<file path="src/rtl/block_check_scheduler.sv">
// block_check_scheduler: round-robin sharing of one BlockChecker between N_REQ character-stream requesters.
// Ports: clk, reset (sync, active-high); req_valid/req_char/req_ready per requester (char i on req_char[8i+:8]);
// done (one-hot pulse per finished message), verdict/timeout (valid with done, held);
// chk_reset/chk_in drive the checker, chk_result comes back from it.
// Optional watchdog: define BLOCK_SCHED_WDOG_EN to abort messages longer than MAX_LEN chars.
module block_check_scheduler #(
  parameter int N_REQ = 2,
  parameter logic [7:0] TERM_CHAR = 8'h2E,
  parameter logic [7:0] SEP_CHAR = 8'h20,
  parameter int MAX_LEN = 64
) (
  input  logic               clk,
  input  logic               reset,
  input  logic [N_REQ-1:0]   req_valid,
  input  logic [8*N_REQ-1:0] req_char,
  output logic [N_REQ-1:0]   req_ready,
  output logic [N_REQ-1:0]   done,
  output logic               verdict,
  output logic               timeout,
  output logic               chk_reset,
  output logic [7:0]         chk_in,
  input  logic               chk_result
);
  localparam int GW = $clog2(N_REQ);
  typedef enum logic [2:0] {
    IDLE, CLEAR, STREAM, WAIT, DONE
`ifdef BLOCK_SCHED_WDOG_EN
    , DRAIN
`endif
  } state_t;
  state_t state;
  logic [GW-1:0] g, rr, win;
  logic any, gv, is_term, fwd, full, draining;
  logic [7:0] gch;
  logic [N_REQ-1:0] g_hot;
`ifdef BLOCK_SCHED_WDOG_EN
  localparam int CW = $clog2(MAX_LEN+1);
  logic [CW-1:0] cnt;
  assign full = cnt == CW'(MAX_LEN);
  assign draining = state == DRAIN;
`else
  assign full = 1'b0;
  assign draining = 1'b0;
`endif
  // descending scan so the candidate nearest the rr pointer is assigned last and wins
  always_comb begin
    win = '0;
    any = 1'b0;
    for (int k = N_REQ-1; k >= 0; k--)
      if (req_valid[GW'((int'(rr)+k) % N_REQ)]) begin
        win = GW'((int'(rr)+k) % N_REQ);
        any = 1'b1;
      end
  end
  assign gch = req_char[8*g +: 8];
  assign gv = req_valid[g];
  assign is_term = gch == TERM_CHAR;
  assign g_hot = N_REQ'(1) << g;
  // a stalled requester or the terminator sends a separator so the checker closes the current word
  assign fwd = state == STREAM && gv && !is_term && !full;
  assign chk_in = fwd ? gch : SEP_CHAR;
  assign req_ready = (state == STREAM || draining) ? g_hot : '0;
  assign chk_reset = reset | (state == CLEAR);
  always_ff @(posedge clk) begin
    if (reset) begin
      state <= IDLE;
      rr <= '0;
      g <= '0;
      done <= '0;
      verdict <= 1'b0;
      timeout <= 1'b0;
`ifdef BLOCK_SCHED_WDOG_EN
      cnt <= '0;
`endif
    end else begin
      done <= '0;
      case (state)
        IDLE: if (any) begin
          g <= win;
          state <= CLEAR;
        end
        CLEAR: begin
          state <= STREAM;
`ifdef BLOCK_SCHED_WDOG_EN
          cnt <= '0;
`endif
        end
        STREAM: begin
`ifdef BLOCK_SCHED_WDOG_EN
          if (fwd) cnt <= cnt + CW'(1);
          // a terminator arriving at the limit still completes normally
          if (gv && full && !is_term) state <= DRAIN;
`endif
          if (gv && is_term) state <= WAIT;
        end
        WAIT: begin
          verdict <= chk_result;
          timeout <= 1'b0;
          done <= g_hot;
          state <= DONE;
        end
        DONE: begin
          rr <= (g == GW'(N_REQ-1)) ? '0 : g + GW'(1);
          state <= IDLE;
        end
`ifdef BLOCK_SCHED_WDOG_EN
        DRAIN: if (gv && is_term) begin
          verdict <= 1'b0;
          timeout <= 1'b1;
          done <= g_hot;
          state <= DONE;
        end
`endif
        default: state <= IDLE;
      endcase
    end
  end
endmodule

</file>
<file path="config.mk">
export PLATFORM = sky130hd
export DESIGN_NAME = block_check_scheduler
export DESIGN_NICKNAME = d
export VERILOG_FILES = /design/src/rtl/block_check_scheduler.sv
export SDC_FILE = /design/constraint.sdc
export NUM_CORES = 1
export LEC_CHECK = 0
export ABC_AREA = 0
export ABC_CLOCK_PERIOD_IN_PS = 2600
export BUFFER_PORTS_ARGS = -buffer_cell sky130_fd_sc_hd__buf_2
export CORE_UTILIZATION = 44
export DETAILED_ROUTE_END_ITERATION = 10
export MAX_ROUTING_LAYER = met4
export PLACE_DENSITY = 0.91
export SETUP_SLACK_MARGIN = 0.1
export SLEW_MARGIN = 20
export SYNTH_ARGS = -nofsm -noshare
export SYNTH_HDL_FRONTEND = slang
export SYNTH_SLANG_ARGS = --single-unit
</file>
<file path="constraint.sdc">
create_clock -name clk -period 2.6 [get_ports clk]
set_clock_uncertainty 0.1 [all_clocks]
set_input_delay 0.39 -clock clk [delete_from_list [all_inputs] [get_ports clk]]
set_output_delay 0.39 -clock clk [all_outputs]
set_load 0.05 [all_outputs]
</file>
==> results.cfg, run 1 <==
[run_status]
outcome = finished clean

[sta]
worst_slack_ns = 0.266
hold_slack_ns = 0.276
fin_crit_ns = 2.33
setup_tns_ns = 0
hold_violations = 0
slew_violations = 0
grt_setup_unrepaired = false
fmax_ghz = 0.428
setup_viol = 0
fin_crit_sh_pct = 89.8

[global_route]
grt_max_degree = 16
grt_pass1_vias = 468
grt_pass1_wl_um = 2000
grt_usage_pct = 19.4
grt.overflow.total = 0
antenna_found_initial = 0

[synth]
syn_inst = 61
synth_edf_count = 0
synthFlopType = dfxtp_1
yosys_warnings = 0
synth_seq_area_share_pct = 26.8
syn-cell-area_sq_um = 597
syn_nets = 82
avgSynthCellArea_sq_um = 9.78
ys_types = 29
ys_ff_latch = 8
async_reset_ff_share_pct = 0

[routing]
firstDrtPassIters = 4
num_vias = 582
via_per_inst = 5.44
drt-total-wl_um = 1250
drt_iter0_markers = 14
drc = 0
drtAntennaViolNets = 0
routedWlPerCell_um = 11.6

[die]
die_area_sq_um = 1510
std_cell_rows = 12
core_sq_um = 1190
initial_core_util_pct = 50.3
die_w_um = 38.8
dieHeight_um = 38.8
io_pins = 36

[cells_and_area]
nNetsFinal = 116
drive_gt1_share_pct = 46.2
n_fill_cell = 100
final_area_sq_um = 768
diodes = 0
area_delta_synth_final_pct = 28.7

[clocking]
clkSlewWorstSetupHoldPaths_ns = 0.05
clockBufferDepth = 2
postCtsSetupBuffers = 0
cts_hold_buf = 0
cts_sinks = 8
clockRootBuffer = clkbuf_4
cts_resized = 0
cts.htree.levels = 1
cts_buffers = 3
cts_tree = yes
clkLatencyLatePin_ns = 0.25

[critical_path]
r2r_cells = 3
end_kind = output port
crit_type = register to output port
r2r-start = state[1]
r2r_setup_slack_ns = 1.21
setup.worst_path.end = chk_in[5]
cp_max_fo = 9
start_kind = register
critPathRequiredTime_ns = 2.11
cp-startpoint = state[1]
critPathArrivalTime_ns = 1.84
timing.rr.end = state[0]

[placed_design]
gp_congestion = 0.768
port_buffers = 34
dp_slack_ns = 0.340
placement.cell_area_sq_um = 746

[flow_run]
max_cap_violations = 0

[min_path]
hold_path.class = primary input to register

[pwr]
cellLeakagePower_nw = 0.361
ir_drop_v = 0.000299
design_power_total_uw = 313
power.density_nw_per_um2 = 407
## area by class of cell
type / count / area (sq um) / share of cell area (%)
sequential: 8 / 160 / 20.8
multi-input combinational: 47 / 390 / 50.8
clock buffer: 3 / 22.5 / 2.93
timing repair buffer: 35 / 178 / 23.1
tap: 14 / 17.5 / 2.28
## metal layers
| layer | part of all wire, % | global-route usage, % | vias up |
|---|---|---|---|
| li1 | - | - | 295 |
| met1 | 49 | 25.9 | 262 |
| met2 | 45 | 28.7 | 25 |
| met3 | 6.2 | 6.94 | 0 |
| met4 | 0 | 2.59 | 0 |
| met5 | 0 | - | - |
## cells in the final DEF, fill, tap and decap left out, types with 2 or more instances in the layout
| cell | count |
|---|---|
| buf_2 | 34 |
| mux2i_1 | 9 |
| a21oi_1 | 8 |
| dfxtp_1 | 8 |
| nor2_1 | 4 |
| clkbuf_4 | 3 |
| nand4bb_1 | 2 |
| or4bb_1 | 2 |
| o211ai_4 | 2 |
| nor3b_1 | 2 |
| nor3_1 | 2 |
| o21ai_0 | 2 |
## power by group
group	total (mW)	internal [mW]	switching, mW
Clock	0.0913	0.0526	0.0387
Sequential	0.135	0.127	0.00803
Combinational	0.0866	0.0339	0.0527
## worst min path at each step
| stage | start | to | cells after the start |
|---|---|---|---|
| after global routing | chk_result | verdict | 3 |
| final | chk_result | verdict | 3 |
| after CTS | chk_result | verdict | 3 |
| after global placement | verdict | verdict | 2 |
| after floorplan | rr | g | 2 |
| after detailed placement | verdict | verdict | 2 |
## cell usage after synthesis, types with 2 or more instances
cell type	n	area, sq um
mux2i_1	9	90.1
a21oi_1	8	40.0
dfxtp_1	8	160
nor2_1	4	15.0
clkbuf_1	2	7.51
nand4bb_1	2	22.5
nor3_1	2	10.0
nor3b_1	2	15.0
o211ai_4	2	42.5
o21ai_0	2	10.0
or4bb_1	2	22.5
## worst max-delay path, cell delays in order, from the launching register on
cell and delay [ns]:
dfxtp_1 0.50, nor4b_4 0.37, o211ai_4 0.18, a221o_1 0.34, buf_2 0.21
## registers in the layout (all words and copies together), names as in the netlist
register / count
done: 2
g: 1
rr: 1
state: 3
verdict: 1
## metrics by stage
stage	util (%)	std cells
floorplan	-	61
global placement	62.9	104
detailed placement	62.9	104
CTS	64.8	107
global route	64.8	107
finish	64.8	107
## cells by family (layout without fill, tap and decap cells)
logic type,Yosys count,count (layout),synth area share (%)
AO/OA/AOI/OAI,15,15,20.3
other,1,1,0.628
flip-flops,8,8,26.8
buffers and inverters,6,38,7.76
multiplexers,9,9,15.1
XOR/XNOR,1,1,1.47
AND/OR/NAND/NOR,21,21,27.9
(Power assumes the default switching activity.)
==> run 2, diff against run 1 <==
- CORE_MARGIN: default -> 2
==> run 2 against run 1 <==
Effect of this change: combinational power barely moved; hold slack better by 0.0056 ns; critical path depth stayed put; via count rose by 1.5%; wire length rose by 18%; sequential share of layout area hardly changed; non-clock buffer count is the same; utilization down 4.9 points; first-iteration DRC count grew 14%; flip-flop and latch count unchanged; clock power is 5.7% higher.
==> results.cfg, run 2 (same netlist as run 1, synthesis figures left out) <==
[sta]
fmax_ghz = 0.427
worst_slack_ns = 0.260
fin_crit_ns = 2.34
setup_tns_ns = 0
slew_violations = 0
hold_slack_ns = 0.281
hold_violations = 0
fin_crit_sh_pct = 90.0
setup_viol = 0
grt_setup_unrepaired = false

[clocking]
cts_tree = yes
postCtsSetupBuffers = 0
clockRootBuffer = clkbuf_4
cts.htree.levels = 1
clkSlewWorstSetupHoldPaths_ns = 0.06
cts_buffers = 3
cts_sinks = 8
cts_hold_buf = 0
cts_resized = 0
clkLatencyLatePin_ns = 0.26
clockBufferDepth = 2

[global_route]
grtUsageMet2_pct = 32.0
grt_pass1_vias = 490
grt_pass1_wl_um = 2130
grt.overflow.total = 0
grt_max_degree = 16
grt_usage_pct = 20.2
antenna_found_initial = 0
use_met3_pct = 8.70
grt_use_met1_pct = 24.1
grt-busiest-layer = met2

[placed_design]
dp_hpwl_um = 1150
gp_congestion = 0.821
placed_cells_incl_taps = 105
placement.cell_area_sq_um = 747
dp_slack_ns = 0.329
port_buffers = 34

[critical_path]
end_kind = output port
timing.rr.end = state[0]
critPathArrivalTime_ns = 1.85
r2r-start = state[1]
max_stage_delay_ns = 0.50
cp_slowest_cell = dfxtp_1
cp_max_fo = 9
crit_buf_inv = 1
r2r_setup_slack_ns = 1.20
start_kind = register
critPathRequiredTime_ns = 2.11
path_depth = 4
critical_path.cell_chain = nor4b_4 > o211ai_4 > a221o_1 > buf_2
crit_type = register to output port
crit_family = flip-flops
r2r_cells = 3

[die]
dieHeight_um = 40.8
die_area_sq_um = 1670
core_sq_um = 1280
initial_core_util_pct = 46.4
std_cell_rows = 13
io_pins = 36
die_w_um = 40.8

[routing]
drt_iter0_markers = 16
drtAntennaViolNets = 0
num_vias = 591
routedWlPerCell_um = 13.6
via_per_inst = 5.47
drt-total-wl_um = 1470
firstDrtPassIters = 4
drc = 0

[cells_and_area]
instances_no_fill = 108
final_area_sq_um = 769
final_common_cell = buf_2
largest_registers = state: 3 flops, done: 2 flops
nNetsFinal = 116
layout_common_cells = 34 x buf_2, 9 x mux2i_1, 8 x a21oi_1, 8 x dfxtp_1, 4 x nor2_1
drive_gt1_share_pct = 46.2
postLayoutCoreUtil_pct = 59.9
area_delta_synth_final_pct = 28.9
diodes = 0
largest_register_ffs = 3
regMostFlops = state

[pwr]
pwr-share-comb_pct = 27.2
p_clk_share_pct = 30.3
sw_frac_of_total_pct = 33.0
cellLeakagePower_nw = 0.361
p_int_uw = 213
design_power_total_uw = 318
switchingPower_uw = 105
power.density_nw_per_um2 = 414
ir_drop_v = 0.000293
power_frac_seq_pct = 42.4

[flow_run]
max_cap_violations = 0

[min_path]
whs_path_depth = 3
min_from = chk_result
hold_path.class = primary input to register
hold_end = verdict

[run_status]
outcome = finished clean
[run 2: cell counts in the layout (fill, tap and decap cells not counted)]
Identical to the previous run, type by type.
[run 2: metal layers]
layer  part of all wire [%]  wire length (um)
met5                      0                 0
met3                    7.3               107
met1                     46               669
met2                     47               689
met4                      0                 0
[run 2: worst max path at each step]
stage,start,endpoint
after floorplan,state[0],chk_in[0]
after detailed placement,req_char[14],chk_in[5]
after global placement,req_char[6],chk_in[5]
after global routing,state[1],chk_in[5]
after CTS,state[1],chk_in[5]
final,state[1],chk_in[5]
[run 2: area by class of cell]
cell class / instances / area [sq um]
clock buffers: 3 / 22.5
fillers: 118 / 515
multi-input cells: 47 / 390
flip-flops and latches: 8 / 160
well taps: 15 / 18.8
repair buffers: 35 / 178
[run 2: power groups by stage]
stage               Combinational [mW]  Sequential (mW)  Clock, mW
finish                          0.0867            0.135     0.0965
global route                    0.0934            0.136      0.105
CTS                             0.0870            0.135     0.0988
detailed placement              0.0868            0.137          0
global placement                0.0860            0.137          0
floorplan                       0.0673            0.132          0
[run 2: worst min-delay path: stages]
cell and delay [ns]:
buf_2 0.07, mux2i_1 0.05, nor2_1 0.08
==> run 3, diff against run 2 <==
- ABC_CLOCK_PERIOD_IN_PS: 2600 -> 2500
- CORE_UTILIZATION: 44 -> 41
- MAX_ROUTING_LAYER: met4 -> default
- PLACE_DENSITY: 0.91 -> 0.87
- clock period: 2.6 -> 2.5 ns (I/O delays scaled with it)
==> run 3 against run 2 <==
Effect of this change: critical path depth unchanged; cell area up 1.1%; sequential share of layout area is 0.073 points lower; final cell count increased by 0.93%; power increased by 5.1%; clock power rose by 5%; register-to-register slack got worse by 0.05 ns; utilization decreased by 1.5 points; die area rose by 6.6%; setup slack worse by 0.059 ns; largest cell class unchanged.
==> results.cfg, run 3 (same netlist as run 1, synthesis figures left out) <==
[run_status]
outcome = finished clean

[cells_and_area]
regMostFlops = state
final_area_sq_um = 778
drive_gt1_share_pct = 47.9
nNetsFinal = 117
diodes = 0
largest_registers = state: 3 flops, done: 2 flops
largest_register_ffs = 3
layout_common_cells = 34 x buf_2, 9 x mux2i_1, 8 x a21oi_1
n_fill_cell = 126
area_delta_synth_final_pct = 30.4
final_common_cell = buf_2

[routing]
drc = 0
num_vias = 582
drt-total-wl_um = 1470
via_per_inst = 5.34
firstDrtPassIters = 3
drtAntennaViolNets = 0
routedWlPerCell_um = 13.5
drt_iter0_markers = 6

[placed_design]
dp_hpwl_um = 1110
gp_congestion = 0.815
placement.cell_area_sq_um = 747
port_buffers = 34

[global_route]
grt_max_degree = 16
antenna_found_initial = 0
grt_pass1_wl_um = 2240
grt.overflow.total = 0
grt_pass1_vias = 506
grt_usage_pct = 16.3

[critical_path]
end_kind = output port
crit_type = register to output port
start_kind = register
cp_max_fo = 8
critPathArrivalTime_ns = 1.82
critPathRequiredTime_ns = 2.03

[sta]
fmax_ghz = 0.435
hold_violations = 0
grt_setup_unrepaired = false
hold_slack_ns = 0.253
setup_viol = 0
fin_crit_ns = 2.30
fin_crit_sh_pct = 92.0
slew_violations = 0

[clocking]
clkLatencyLatePin_ns = 0.26
clkSlewWorstSetupHoldPaths_ns = 0.05
cts_tree = yes
clockRootBuffer = clkbuf_4
clockBufferDepth = 2
cts_hold_buf = 0
cts.htree.levels = 1
cts_buffers = 3
cts_sinks = 8

[die]
initial_core_util_pct = 44.7
die_w_um = 42.2
die_area_sq_um = 1780
core_sq_um = 1330
std_cell_rows = 13
dieHeight_um = 42.2
io_pins = 36

[pwr]
power_frac_seq_pct = 42.2
power.density_nw_per_um2 = 430
sw_frac_of_total_pct = 33.0
switchingPower_uw = 110
pwr-share-comb_pct = 27.7
cellLeakagePower_nw = 0.367
p_clk_share_pct = 30.1
p_int_uw = 224
ir_drop_v = 0.000181

[min_path]
hold_path.class = primary input to register

[flow_run]
max_cap_violations = 0
## run 3: area by class of cell
class                           instances  area, sq um  area share [%]
Clock buffer                            3         22.5            2.89
Timing Repair Buffer                   36          185            23.8
Multi-Input combinational cell         47          390            50.2
Tap cell                               15         18.8            2.41
Sequential cell                         8          161            20.7
## run 3: timing repair
item,CTS,global route
resized for setup,0,1
endpoints found under the setup margin,0,1
setup buffers,0,1
## run 3: critical path: stages (launching register included)
cell and delay (ns):
dfxtp_1 0.40, nor4b_4 0.44, o211ai_4 0.18, a221o_1 0.34
buf_2 0.21
## run 3: per-stage QoR
stage	setup WS (ns)	power [mW]	setup TNS [ns]	util (%)	std cells
global route	0.132	0.350	0	58.3	109
global placement	0.299	0.232	0	56.0	105
finish	0.201	0.335	0	58.3	109
floorplan	-0.198	0.208	-1.39	-	61
CTS	0.151	0.333	0	57.7	108
detailed placement	0.269	0.233	0	56.0	105
## run 3: worst paths after layout
| check | from | to | slack [ns] | cells after the start |
|---|---|---|---|---|
| worst min register to register | rr | g | 0.39 | 2 |
| worst min-delay path | chk_result | verdict | 0.25 | 3 |
| worst max register to register | state[0] | state[0] | 1.15 | 3 |
| worst max-delay path | state[0] | chk_in[5] | 0.20 | 4 |
## run 3: power by group through the flow
stage / Clock [mW] / Combinational (mW) / Sequential, mW
finish: 0.101 / 0.0928 / 0.141
global route: 0.110 / 0.0987 / 0.142
CTS: 0.102 / 0.0907 / 0.140
detailed placement: 0 / 0.0905 / 0.143
global placement: 0 / 0.0896 / 0.142
floorplan: 0 / 0.0700 / 0.138
## run 3: metal layers
metal / vias to the layer above / GRT usage (%) / routed length (um)
li1: 297 / - / -
met1: 266 / 21.2 / 650
met2: 17 / 25.9 / 734
met3: 2 / 4.31 / 69
met4: 0 / 5.63 / 13
met5: - / 0 / 0
